## config.mk

```make
export PLATFORM = sky130hd
export DESIGN_NAME = sysreg_spr_ctrl
export DESIGN_NICKNAME = d
export VERILOG_FILES = /design/src/rtl/sysreg_spr_ctrl_pkg.sv /design/src/rtl/sysreg_spr_alu.sv /design/src/rtl/sysreg_spr_ctrl.sv
export SDC_FILE = /design/constraint.sdc
export NUM_CORES = 1
export LEC_CHECK = 0
export BUFFER_PORTS_ARGS = -buffer_cell sky130_fd_sc_hd__buf_4
export CAP_MARGIN = 20
export CORE_ASPECT_RATIO = 1.4
export CORE_MARGIN = 4
export CORE_UTILIZATION = 50
export DETAILED_ROUTE_END_ITERATION = 10
export PLACE_DENSITY_LB_ADDON = 0.15
export SKIP_CTS_REPAIR_TIMING = 1
export SYNTH_ARGS = -nofsm -noshare
export SYNTH_HDL_FRONTEND = slang
export SYNTH_HIERARCHICAL = 1
export SYNTH_SLANG_ARGS = --single-unit
```

## constraint.sdc

```tcl
create_clock -name iCLOCK -period 4.7 [get_ports iCLOCK]
set_clock_uncertainty 0.05 [all_clocks]
set_input_delay 0.705 -clock iCLOCK [delete_from_list [all_inputs] [get_ports iCLOCK]]
set_output_delay 0.705 -clock iCLOCK [all_outputs]
set_load 0.02 [all_outputs]
```

## src/rtl/sysreg_spr_ctrl_pkg.sv

```systemverilog
// Shared definitions for the SPR update sequencer: command encodings,
// state encodings and a small command decode helper.
package sysreg_spr_ctrl_pkg;

  localparam int SPR_W = 32;

  typedef enum logic [1:0] {
    EXE_CMD_SET = 2'b00,
    EXE_CMD_ADD = 2'b01,
    EXE_CMD_SUB = 2'b10,
    EXE_CMD_NOP = 2'b11
  } exe_cmd_e;

  localparam logic [1:0] ST_IDLE       = 2'd0;
  localparam logic [1:0] ST_ENTRY_SAVE = 2'd1;
  localparam logic [1:0] ST_ENTRY_LOAD = 2'd2;
  localparam logic [1:0] ST_RET_LOAD   = 2'd3;

  typedef enum logic [1:0] {
    IDLE       = ST_IDLE,
    ENTRY_SAVE = ST_ENTRY_SAVE,
    ENTRY_LOAD = ST_ENTRY_LOAD,
    RET_LOAD   = ST_RET_LOAD
  } state_e;

  // The reserved encoding is accepted but never produces a register write.
  function automatic logic cmd_writes(input logic [1:0] cmd);
    return cmd != EXE_CMD_NOP;
  endfunction

endpackage

```

## src/rtl/sysreg_spr_alu.sv

```systemverilog
// Combinational set/add/sub of an operand against the current SPR base.
// Arithmetic wraps modulo 2^N; carry and borrow are dropped.
module sysreg_spr_alu
  import sysreg_spr_ctrl_pkg::*;
#(
  parameter int N = SPR_W
) (
  input  logic [1:0]   cmd,
  input  logic [N-1:0] base,
  input  logic [N-1:0] operand,
  output logic [N-1:0] result,
  output logic         write_en
);

  // Select the new SPR value for the requested command.
  always_comb begin
    result   = base;
    write_en = cmd_writes(cmd);
    case (exe_cmd_e'(cmd))
      EXE_CMD_SET: result = operand;
      EXE_CMD_ADD: result = base + operand;
      EXE_CMD_SUB: result = base - operand;
      default:     result = base;
    endcase
  end

endmodule

```

## src/rtl/sysreg_spr_ctrl.sv

```systemverilog
// SPR write-port sequencer: arbitrates exception entry, exception return and
// execute-stage commands onto the SPR register, keeping a one-entry shadow of
// the interrupted user stack pointer.
//
//   state      | meaning
//   -----------+---------------------------------------------------------
//   IDLE       | accepting requests (entry > return > execute)
//   ENTRY_SAVE | capture base into shadow if empty; launch KSP write + ack
//   ENTRY_LOAD | KSP write strobe and ack visible on the outputs
//   RET_LOAD   | shadow restore strobe (or error) and ack visible
//
// Outputs are registered, so each write/ack is decided one state earlier
// than the state in which it is seen on the pins.
module sysreg_spr_ctrl
  import sysreg_spr_ctrl_pkg::*;
#(
  parameter int N = SPR_W
) (
  input  logic         iCLOCK,
  input  logic         iRESET_SYNC,
  input  logic         iEXE_REQ,
  input  logic [1:0]   iEXE_CMD,
  input  logic [N-1:0] iEXE_DATA,
  output logic         oEXE_BUSY,
  input  logic         iEXCEPT_ENTRY_REQ,
  input  logic [N-1:0] iEXCEPT_KSP,
  input  logic         iEXCEPT_RETURN_REQ,
  output logic         oEXCEPT_ACK,
  output logic         oEXCEPT_ERR,
  output logic         oSPR_REGIST_REQ,
  output logic [N-1:0] oSPR_REGIST_DATA,
  input  logic [N-1:0] iSPR_INFO_DATA,
  output logic         oSHADOW_VALID,
  output logic [N-1:0] oSHADOW_DATA
);

  state_e       state_q, state_d;
  logic         shadow_valid_q, shadow_valid_d;
  logic [N-1:0] shadow_data_q, shadow_data_d;
  logic         regist_req_q, regist_req_d;
  logic [N-1:0] regist_data_q, regist_data_d;
  logic         ack_q, ack_d;
  logic         err_q, err_d;

  logic [N-1:0] base;
  logic [N-1:0] alu_result;
  logic         alu_write;

  // A write still in flight has not reached the register yet; use it as base.
  assign base = regist_req_q ? regist_data_q : iSPR_INFO_DATA;

  sysreg_spr_alu #(.N(N)) u_alu (
    .cmd      (iEXE_CMD),
    .base     (base),
    .operand  (iEXE_DATA),
    .result   (alu_result),
    .write_en (alu_write)
  );

  // Next-state, shadow and registered-output decisions.
  always_comb begin
    state_d        = state_q;
    shadow_valid_d = shadow_valid_q;
    shadow_data_d  = shadow_data_q;
    regist_req_d   = 1'b0;
    regist_data_d  = regist_data_q;
    ack_d          = 1'b0;
    err_d          = 1'b0;
    case (state_q)
      IDLE: begin
        if (iEXCEPT_ENTRY_REQ) begin
          state_d = ENTRY_SAVE;
        end else if (iEXCEPT_RETURN_REQ) begin
          state_d = RET_LOAD;
          ack_d   = 1'b1;
          if (shadow_valid_q) begin
            regist_req_d   = 1'b1;
            regist_data_d  = shadow_data_q;
            shadow_valid_d = 1'b0;
          end else begin
            err_d = 1'b1;
          end
        end else if (iEXE_REQ) begin
          regist_req_d = alu_write;
          if (alu_write) begin
            regist_data_d = alu_result;
          end
        end
      end
      ENTRY_SAVE: begin
        // A nested entry keeps the outermost user stack pointer.
        if (!shadow_valid_q) begin
          shadow_data_d  = base;
          shadow_valid_d = 1'b1;
        end
        regist_req_d  = 1'b1;
        regist_data_d = iEXCEPT_KSP;
        ack_d         = 1'b1;
        state_d       = ENTRY_LOAD;
      end
      ENTRY_LOAD: state_d = IDLE;
      RET_LOAD:   state_d = IDLE;
      default:    state_d = IDLE;
    endcase
  end

  // State, shadow and output registers with synchronous reset.
  always_ff @(posedge iCLOCK) begin
    if (iRESET_SYNC) begin
      state_q        <= IDLE;
      shadow_valid_q <= 1'b0;
      shadow_data_q  <= '0;
      regist_req_q   <= 1'b0;
      regist_data_q  <= '0;
      ack_q          <= 1'b0;
      err_q          <= 1'b0;
    end else begin
      state_q        <= state_d;
      shadow_valid_q <= shadow_valid_d;
      shadow_data_q  <= shadow_data_d;
      regist_req_q   <= regist_req_d;
      regist_data_q  <= regist_data_d;
      ack_q          <= ack_d;
      err_q          <= err_d;
    end
  end

  assign oEXE_BUSY        = (state_q != IDLE) | iEXCEPT_ENTRY_REQ | iEXCEPT_RETURN_REQ;
  assign oEXCEPT_ACK      = ack_q;
  assign oEXCEPT_ERR      = err_q;
  assign oSPR_REGIST_REQ  = regist_req_q;
  assign oSPR_REGIST_DATA = regist_data_q;
  assign oSHADOW_VALID    = shadow_valid_q;
  assign oSHADOW_DATA     = shadow_data_q;

endmodule

```

# [After elaboration in Yosys (flattened, before gate mapping)]
# Index checks and enable logic that the tools add are counted.
[classes] n_addsub=2 eq_ne=12 n_mux=23 bitwise=5 n_reduce_logical=9
[ops] cell="32-bit 2-to-1 mux" count=6
[ops] cell="32-bit one-hot mux with 3 select lines" count=1
[ops] cell="32-bit one-hot mux with 2 select lines" count=1
[ops] cell="32-bit adder" count=1
[ops] cell="32-bit subtractor" count=1
[ops] cell="3-bit inequality test (second input constant)" count=4
[ops] cell="1-bit 2-to-1 mux" count=9
[ops] cell="2-bit == test (second input constant)" count=3
[ops] cell="2-bit inequality test (second input constant)" count=3
[ops] cell="1-bit one-hot mux with 2 select lines" count=3
[ops] cell="2-bit one-hot mux with 3 select lines" count=1
[ops] cell="5-bit AND reduction" count=1
[ops] cell="2-bit by 1-bit == test with 1-bit output (second input constant)" count=2
[ops] cell="2-bit zero test" count=2
[ops] cell="2-bit 2-to-1 mux" count=2
[ops] cell="2-bit nonzero test" count=2
[ops] cell="4-bit OR reduction" count=1
[ops] cell="1-bit NOT" count=3
[ops] cell="3-bit AND reduction" count=1
[ops] cell="1-bit OR" count=2
[ops] cell="2-bit AND reduction" count=1
[ops] cell="2-bit OR reduction" count=1
[word_totals] regBits=70 out_inout_bits=69

# [Depth between registers and ports, before layout]
# Gate-level depths: netlist of run 1.
[logic_depth] word_depth=8 depth_mapped=21 mapped_depth_nobuf=21

# [Modules after synthesis]
# Netlist of run 1, hierarchy kept.
[modules_own_cells] module="sysreg_spr_ctrl" n_inst=1 cells_each=454 area_per_inst_um2=3711.1
[modules_own_cells] module="sysreg_spr_alu" n_inst=1 cells_each=472 area_per_inst_um2=3015.4

# [Worst setup path after synthesis of run 1]
# OpenSTA, ideal clock, no wires.
[synth_timing] path_type="input -> register" startpoint="input port iEXE_DATA[3]" endpoint="register regist_data_q[28] (netlist: oSPR_REGIST_DATA[28])" setup_time_ns=0.059 arrival_time_ns=4.117 required_time_ns=4.591 setup_slack_ns=0.473 cell_stages=20 n_path_buf=1 path_cell_list="clkbuf_1 > nor4_2 > nand2_1 > nor3_1 > and3_1 > nor2b_1 > nor2_1 > xnor2_1 > ha_1 > and3_1 > a221o_1 > a21oi_1 > o21ai_1 > o21a_1 > o31ai_1 > a21boi_1 > inv_1 > o21ai_0 > o221ai_1 > nand2_1"
[synth_between] elab_chain_len=7 elab_cells_between_ends=8 classes_between="2 x add/sub; 6 x mux"
[synth_lines] element="start: declaration" line="sysreg_spr_ctrl.sv:23" source="input logic [N-1:0] iEXE_DATA,"
[synth_lines] element="32-bit subtractor / 32-bit adder (equally long branches)" line="sysreg_spr_alu.sv:22, sysreg_spr_alu.sv:21"
[synth_lines] element="32-bit one-hot mux with 3 select lines *" line="sysreg_spr_alu.sv:19" source="case (exe_cmd_e'(cmd))"
[synth_lines] element="via alu_result[28]" line="sysreg_spr_ctrl.sv:46" source="logic [N-1:0] alu_result;"
[synth_lines] element="32-bit 2-to-1 mux *" line="sysreg_spr_ctrl.sv:85" source="if (alu_write) begin"
[synth_lines] element="32-bit 2-to-1 mux *" line="sysreg_spr_ctrl.sv:83" source="end else if (iEXE_REQ) begin"
[synth_lines] element="32-bit 2-to-1 mux *" line="sysreg_spr_ctrl.sv:73" source="end else if (iEXCEPT_RETURN_REQ) begin"
[synth_lines] element="32-bit 2-to-1 mux *" line="sysreg_spr_ctrl.sv:71" source="if (iEXCEPT_ENTRY_REQ) begin"
[synth_lines] element="32-bit one-hot mux with 2 select lines *" line="sysreg_spr_ctrl.sv:69" source="case (state_q)"
[synth_lines] element="end signal: assignment" line="sysreg_spr_ctrl.sv:122" source="regist_data_q <= regist_data_d;"
[synth_lines] element="end: declaration" line="sysreg_spr_ctrl.sv:41" source="logic [N-1:0] regist_data_q, regist_data_d;"
# Mark *: on every way through the listed nets, which the timed path passes. The rest lies on a longest branch. The select of a mux whose other input is x is not followed.
# A chain may end at the register's enable or synchronous reset.

# [Worst setup path in the final report of run 1]
[layout_timing] startpoint="input port iEXE_DATA[6]" endpoint="register regist_data_q[26] (netlist: oSPR_REGIST_DATA[26])"
# The elaborated chain is that of the path after synthesis.

==> flow_metrics.py, run 1 <==
metrics = {
    "placed_design": {
        "dp_hpwl_um": 18000,
        "placed_area_um2": 8050,
        "io_buffers": 171,
        "place_congestion": 0.945,
        "pre_cts_slack_ps": 82.6,
    },
    "timing": {
        "slew_headroom_pct": 37.1,
        "timing.final.ws_setup_ps": 404,
        "setup-violations-final": 0,
        "rsz0062_at_grt": "no",
        "fmax_mhz": 233,
        "fin_crit_sh_pct": 91.4,
        "drv_slew": 0,
        "tns_ps": 0,
        "timing.final.crit_period_ps": 4300,
        "fin_hold_ws_ps": 447,
        "hold_viol": 0,
        "worst_pin_slew_ps": 943,
    },
    "layout": {
        "syn_to_final_growth_pct": 24.3,
        "postLayoutCellArea_um2": 8360,
        "antennaDiodeCount": 0,
        "fin_nets": 1207,
        "fillers": 1270,
        "drive_gt1_share_pct": 25.1,
        "fin_util_pct": 64.3,
        "seqCellArea_um2": 1400,
        "multi_input_area_um2": 4720,
    },
    "yosys": {
        "synth.distinct_cells": 67,
        "synth_edf_count": 0,
        "synthFlopType": "dfxtp_1",
        "async_reset_ff_share_pct": 0,
        "synth.yosys.seq_area_share_pct": 20.8,
        "netlist_area_um2": 6730,
        "ys_seq_elements": 70,
        "syn-instance-count": 926,
        "avgSynthCellArea_um2": 7.26,
        "ys_warn_count": 6,
        "syn_nets": 1066,
    },
    "setup_path": {
        "endpoint_kind": "flip-flop",
        "reg2regPathDepth": 15,
        "critPathRequiredTime_ps": 4920,
        "critPathTopFamily": "compound AO/OA/AOI/OAI gates",
        "path_max_fanout": 7,
        "cp_common_cell": "a21oi_1",
        "path_depth": 19,
        "crit_slowest_cell": "ha_1",
        "critPathKind": "in2reg",
        "slowest_delay_ps": 360,
        "start_kind": "primary input",
        "crit_arrival_ps": 4520,
        "crit_chain": "buf_4, nor4_2, buf_4, and4b_1, and3_1, a21oi_1, xnor2_1, ha_1, a21oi_1, o21ai_1, a221o_1, a21oi_1, a21boi_0, xor2_1, o221ai_1, inv_1, o21ai_0, o221ai_1, nand2_1",
        "path_buf_inv": 3,
    },
    "floorplanning": {
        "die_x_um": 106,
        "initial_core_util_pct": 51.8,
        "die-area_um2": 15400,
        "rows": 49,
        "core_area_um2": 13000,
        "pin_count": 172,
        "die_height_um": 145,
    },
    "cts": {
        "h-tree-depth": 3,
        "clock_path_buffers": 2,
        "clock_latency_ps": 330,
        "cts_tree": "yes",
        "clk_pin_slew_worst_paths_ps": 60,
        "cts_sinks": 70,
        "numCtsBuffers": 9,
        "root_buffer": "clkbuf_16",
    },
    "routing": {
        "drt-initial-drc-count": 430,
        "drc": 0,
        "dr.pass1.iters": 5,
        "viasPerCell": 5.91,
        "totalWireLength_um": 24400,
        "wl_per_cell_um": 19.6,
        "via_count": 7384,
        "antenna_left": 0,
    },
    "global_routing": {
        "grt_max_degree": 66,
        "antenna_found_initial": 0,
        "grt_pass1_wl_um": 37600,
        "grt_pass1_vias": 7169,
        "grt.overflow.total": 0,
        "grt_use_total_pct": 30.3,
    },
    "power": {
        "power_density_nw_per_um2": 330,
        "leakage_nw": 3.68,
        "ir_worst_vdd_mv": 0.207,
    },
    "outcome": {
        "status": "finished clean",
    },
    "run": {
        "drv_cap": 0,
    },
    "hold_path": {
        "min_path_type": "reg2reg",
        "hold_depth": 1,
    },
}
-- state kept, by name (all words and copies together), names as in the netlist --
register,count
oSHADOW_DATA,32
oSPR_REGIST_DATA,32
state_q,2
oEXCEPT_ACK,1
oEXCEPT_ERR,1
oSHADOW_VALID,1
oSPR_REGIST_REQ,1
-- final cells by class --
class                           instances  area share (%)
Multi-Input combinational cell        725            56.4
Timing Repair Buffer                  193            17.3
Sequential cell                        70            16.8
Inverter                               68            3.05
Clock buffer                           10            2.74
Tap cell                              178            2.66
Clock inverter                          6            1.03
-- final timing paths --
| kind | startpoint | endpoint | slack (ps) |
|---|---|---|---|
| setup / recovery | iEXE_DATA[6] | oSPR_REGIST_DATA[26]$_SDFFE_PP0P_ | 400 |
| hold / removal | state_q[0]$_SDFFE_PP0P_ | state_q[0]$_SDFFE_PP0P_ | 450 |
| setup reg to reg | oSPR_REGIST_REQ$_SDFF_PP0_ | oSPR_REGIST_DATA[24]$_SDFFE_PP0P_ | 750 |
| hold reg to reg | state_q[0]$_SDFFE_PP0P_ | state_q[0]$_SDFFE_PP0P_ | 450 |
-- synth_stat cells (12+ instances only) --
library cell	n	area share (%)
a21o_1	13	1.5
a21oi_1	65	4.8
clkbuf_1	26	1.5
dfxtp_1	70	21
ha_1	36	6.7
inv_1	68	3.8
mux2_2	33	5.5
nand2_1	129	7.2
nor2_1	74	4.1
nor3_1	80	6.0
o21a_1	36	4.0
o21ai_0	57	4.2
o221ai_1	33	4.3
o221ai_2	12	2.7
xnor2_1	45	5.9
-- layout by cell type (no fill, tap or decap), types with 2 or more instances in the layout --
cell type	synthesis	layout
a31oi_1	8	8
clkbuf_16	0	9
xor2_1	10	10
nor2_1	74	74
o21ai_1	4	4
and3_1	4	4
o221ai_1	33	33
a21boi_0	2	2
nor2b_1	4	4
ha_1	36	35
o31ai_1	3	3
mux2_2	33	33
clkinv_2	0	2
buf_4	10	193
inv_1	68	68
bufinv_16	0	2
a221oi_1	7	7
nand2b_1	6	6
o221ai_2	12	12
a22oi_1	4	4
or3_1	2	2
xnor2_1	45	45
nand4_1	7	7
o21ai_0	57	57
nand3_1	7	7
a211oi_1	5	5
a221o_1	2	2
and2b_1	2	2
o21bai_1	3	3
nor4_1	2	2
o211ai_1	3	3
a21o_1	13	13
nor3_1	80	80
o21a_1	36	36
nor2_4	1	2
nand2_1	129	129
a21oi_4	2	2
a21oi_1	65	65
dfxtp_1	70	70
-- logic make-up after synthesis --
kind of cell / after synthesis / share of synthesized area, %
AO/OA/AOI/OAI: 268 / 27.8
adder cells (fa/ha/maj): 37 / 6.99
multiplexers: 34 / 5.67
XOR/XNOR: 55 / 7.16
flip-flops: 70 / 20.8
buffers and inverters: 131 / 9.15
AND/OR/NAND/NOR: 331 / 22.4
-- metrics by stage --
stage | power, mW | cells
floorplan | 1.60 | 926
global placement | 2.01 | 1234
detailed placement | 2.02 | 1234
CTS | 2.74 | 1250
global route | 2.90 | 1250
finish | 2.76 | 1250
-- layer usage --
metal,GRT usage (%),share of wire (%),vias to the layer above
li1,-,-,3578
met1,32.6,37,3411
met2,54.5,51,327
met3,6.44,6.8,68
met4,16.3,5.8,0
met5,0,0,-
-- worst reg2reg max path, cell delays in order, from the launching register on --
cell and delay [ps]:
dfxtp_1 360, buf_4 250, mux2_2 430, ha_1 390, a21o_1 190, a21oi_1 240
and4_4 280, o211ai_1 140, a31oi_1 360, o21ai_0 200, xnor2_1 160, o221ai_1 360
inv_1 70, o21ai_0 200, o221ai_2 110, nand2_1 100
-- report_power, final --
part / switching (mW) / total, mW / leakage [nW] / internal, mW
Clock: 0.266 / 0.730 / 0.152 / 0.464
Sequential: 0.0595 / 0.723 / 0.575 / 0.664
Combinational: 0.765 / 1.30 / 2.95 / 0.539
Power figures use the tool's default switching activity.
==> run 2, diff against run 1 <==
--- a/config.mk
+++ b/config.mk
@@ -7,11 +7,12 @@
 export LEC_CHECK = 0
 export BUFFER_PORTS_ARGS = -buffer_cell sky130_fd_sc_hd__buf_4
 export CAP_MARGIN = 20
-export CORE_ASPECT_RATIO = 1.4
 export CORE_MARGIN = 4
 export CORE_UTILIZATION = 50
 export DETAILED_ROUTE_END_ITERATION = 10
+export MAX_ROUTING_LAYER = met4
 export PLACE_DENSITY_LB_ADDON = 0.15
+export REMOVE_ABC_BUFFERS = 1
 export SKIP_CTS_REPAIR_TIMING = 1
 export SYNTH_ARGS = -nofsm -noshare
 export SYNTH_HDL_FRONTEND = slang
==> run 2 against run 1 <==
Register-to-register slack got worse by 70 ps; critical path depth increased by 2; count of clock-buffer cells in the layout is the same; via count is 2.0% lower; die area down 0.17%; flip-flop and latch count is the same; non-clock buffer count up 1; largest power group unchanged; first-iteration DRC count increased by 37%; global-route usage is 0.30 points lower.
==> flow_metrics.py, run 2 (synthesis gave the netlist of run 1 again) <==
metrics = {
    "outcome": {
        "status": "finished clean",
    },
    "layout": {
        "seqCellArea_um2": 1400,
        "fillers": 1266,
        "multi_input_area_um2": 4710,
        "fin_nets": 1208,
        "layout_commonest_cell": "buf_4",
        "drive_gt1_share_pct": 25.4,
        "syn_to_final_growth_pct": 24.8,
        "antennaDiodeCount": 0,
        "postLayoutCellArea_um2": 8400,
        "most-common-layout-cells": "194 x buf_4, 129 x nand2_1, 80 x nor3_1, 73 x nor2_1, 69 x dfxtp_1",
    },
    "routing": {
        "viasPerCell": 5.80,
        "wl_per_cell_um": 18.1,
        "totalWireLength_um": 22600,
        "antenna_left": 0,
        "dr.pass1.iters": 6,
        "drt-initial-drc-count": 588,
        "drc": 0,
        "via_count": 7238,
    },
    "hold_path": {
        "min_path_type": "reg2reg",
        "hold_depth": 2,
        "holdPathEnd": "oSHADOW_DATA[1]$_SDFFE_PP0P_",
        "min_from": "oSHADOW_DATA[1]$_SDFFE_PP0P_",
    },
    "cts": {
        "clk_pin_slew_worst_paths_ps": 60,
        "root_buffer": "clkbuf_16",
        "cts_tree": "yes",
        "numCtsBuffers": 9,
        "clock_latency_ps": 350,
        "h-tree-depth": 3,
        "cts_sinks": 70,
        "clock_path_buffers": 2,
    },
    "setup_path": {
        "crit_arrival_ps": 4510,
        "endpoint_kind": "flip-flop",
        "critPathTopFamily": "simple AND/OR/NAND/NOR gates",
        "slowest_delay_ps": 400,
        "crit_chain": "buf_4, nor4_2, nand2_1, nor3_1, buf_4, and3_1, nor2b_1, nor2_1, xnor2_1, ha_1, and3_1, a221o_1, a21oi_1, o21ai_1, o21a_1, o31ai_1, a21boi_1, inv_1, o21ai_0, o221ai_1, nand2_1",
        "path_buf_inv": 3,
        "critPathKind": "in2reg",
        "worst-r2r-setup-slack_ps": 680,
        "path_max_fanout": 5,
        "reg2regPathDepth": 15,
        "worstReg2RegEnd": "oSPR_REGIST_DATA[24]$_SDFFE_PP0P_",
        "critPathRequiredTime_ps": 4930,
        "start_kind": "primary input",
        "worstReg2RegStart": "oSPR_REGIST_REQ$_SDFF_PP0_",
        "crit_slowest_cell": "nor4_2",
    },
    "placed_design": {
        "dp_hpwl_um": 16300,
        "place_congestion": 0.992,
        "io_buffers": 171,
        "placed_area_um2": 8050,
    },
    "run": {
        "drv_cap": 0,
    },
    "timing": {
        "tns_ps": 0,
        "rsz0062_at_grt": "no",
        "fmax_mhz": 234,
        "worst_pin_slew_ps": 940,
        "timing.final.crit_period_ps": 4280,
        "drv_slew": 0,
        "fin_crit_sh_pct": 91.0,
        "hold_viol": 0,
        "slew_headroom_pct": 37.3,
        "setup-violations-final": 0,
    },
    "global_routing": {
        "gr-usage-met2_pct": 48.4,
        "grt_use_total_pct": 29.9,
        "grt_pass1_vias": 6930,
        "grt_max_degree": 66,
        "met3_usage_pct": 3.86,
        "antenna_found_initial": 0,
        "met1_usage_pct": 38.5,
        "busiest_layer": "met2",
        "grt_pass1_wl_um": 35400,
        "grt.overflow.total": 0,
    },
    "floorplanning": {
        "pin_count": 172,
        "die_x_um": 124,
        "die_height_um": 124,
        "initial_core_util_pct": 51.0,
        "rows": 42,
        "die-area_um2": 15400,
        "core_area_um2": 13200,
    },
    "power": {
        "leakage_nw": 3.70,
        "power_density_nw_per_um2": 334,
        "ir_worst_vdd_mv": 0.211,
    },
}
## run 2: cell types whose count changed in the layout (fill, tap and decap cells not counted)
cell	delta
nor2_1	-1
dfxtp_1	-1
clkinvlp_4	-1
buf_4	+1
nor2_4	-1
nor2_2	+2
clkbuf_1	-1
clkbuf_8	+1
dfxtp_2	+1
clkinv_4	+1
bufinv_16	+1
clkinv_2	-2
## run 2: cell type report
type	count	area share, %
sequential	70	16.7
tap	176	2.62
timing repair buffer	194	17.3
multi-input combinational	725	56.2
clock buffer	10	2.85
clock inverter	5	1.28
inverter	68	3.04
## run 2: worst max-delay path by stage
stage / start / endpoint / cells after the start
floorplan: iEXE_CMD[0] / oSPR_REGIST_DATA[30]$_SDFFE_PP0P_ / 16
global placement: iEXE_DATA[6] / oSPR_REGIST_DATA[30]$_SDFFE_PP0P_ / 22
detailed placement: iEXE_DATA[6] / oSPR_REGIST_DATA[31]$_SDFFE_PP0P_ / 21
CTS: iEXE_DATA[6] / oSPR_REGIST_DATA[31]$_SDFFE_PP0P_ / 21
global route: iEXE_DATA[6] / oSPR_REGIST_DATA[31]$_SDFFE_PP0P_ / 22
finish: iEXE_DATA[6] / oSPR_REGIST_DATA[28]$_SDFFE_PP0P_ / 21
## run 2: tightest hold or removal path, cell delays in order, from the launching register on
cell and delay (ps):
dfxtp_1 320, nor2_1 100, nor3_1 50
## run 2: power by group
part | switching (mW) | leakage, nW | internal [mW]
Sequential | 0.0572 | 0.576 | 0.664
Clock | 0.283 | 0.169 | 0.532
Combinational | 0.725 | 2.96 | 0.538
Total | 1.07 | 3.70 | 1.73
## run 2: routing by layer
metal / part of all wire (%) / routed length [µm] / vias to the layer above
met5: 0 / 0 / -
met4: 2.0 / 442 / 0
met3: 7.8 / 1750 / 37
met2: 47 / 10500 / 302
met1: 44 / 9860 / 3332
li1: - / - / 3567
## run 2: per-stage QoR
| stage | power (mW) | worst slack, ps | hold slack, ps | util [%] | std cells |
|---|---|---|---|---|---|
| floorplan | 1.55 | 254 | 409 | - | 863 |
| global placement | 1.97 | 154 | 434 | 61.0 | 1233 |
| detailed placement | 1.98 | 118 | 439 | 61.0 | 1233 |
| CTS | 2.80 | 470 | 458 | 63.7 | 1248 |
| global route | 2.96 | 18.6 | 479 | 63.7 | 1248 |
| finish | 2.80 | 421 | 464 | 63.7 | 1248 |
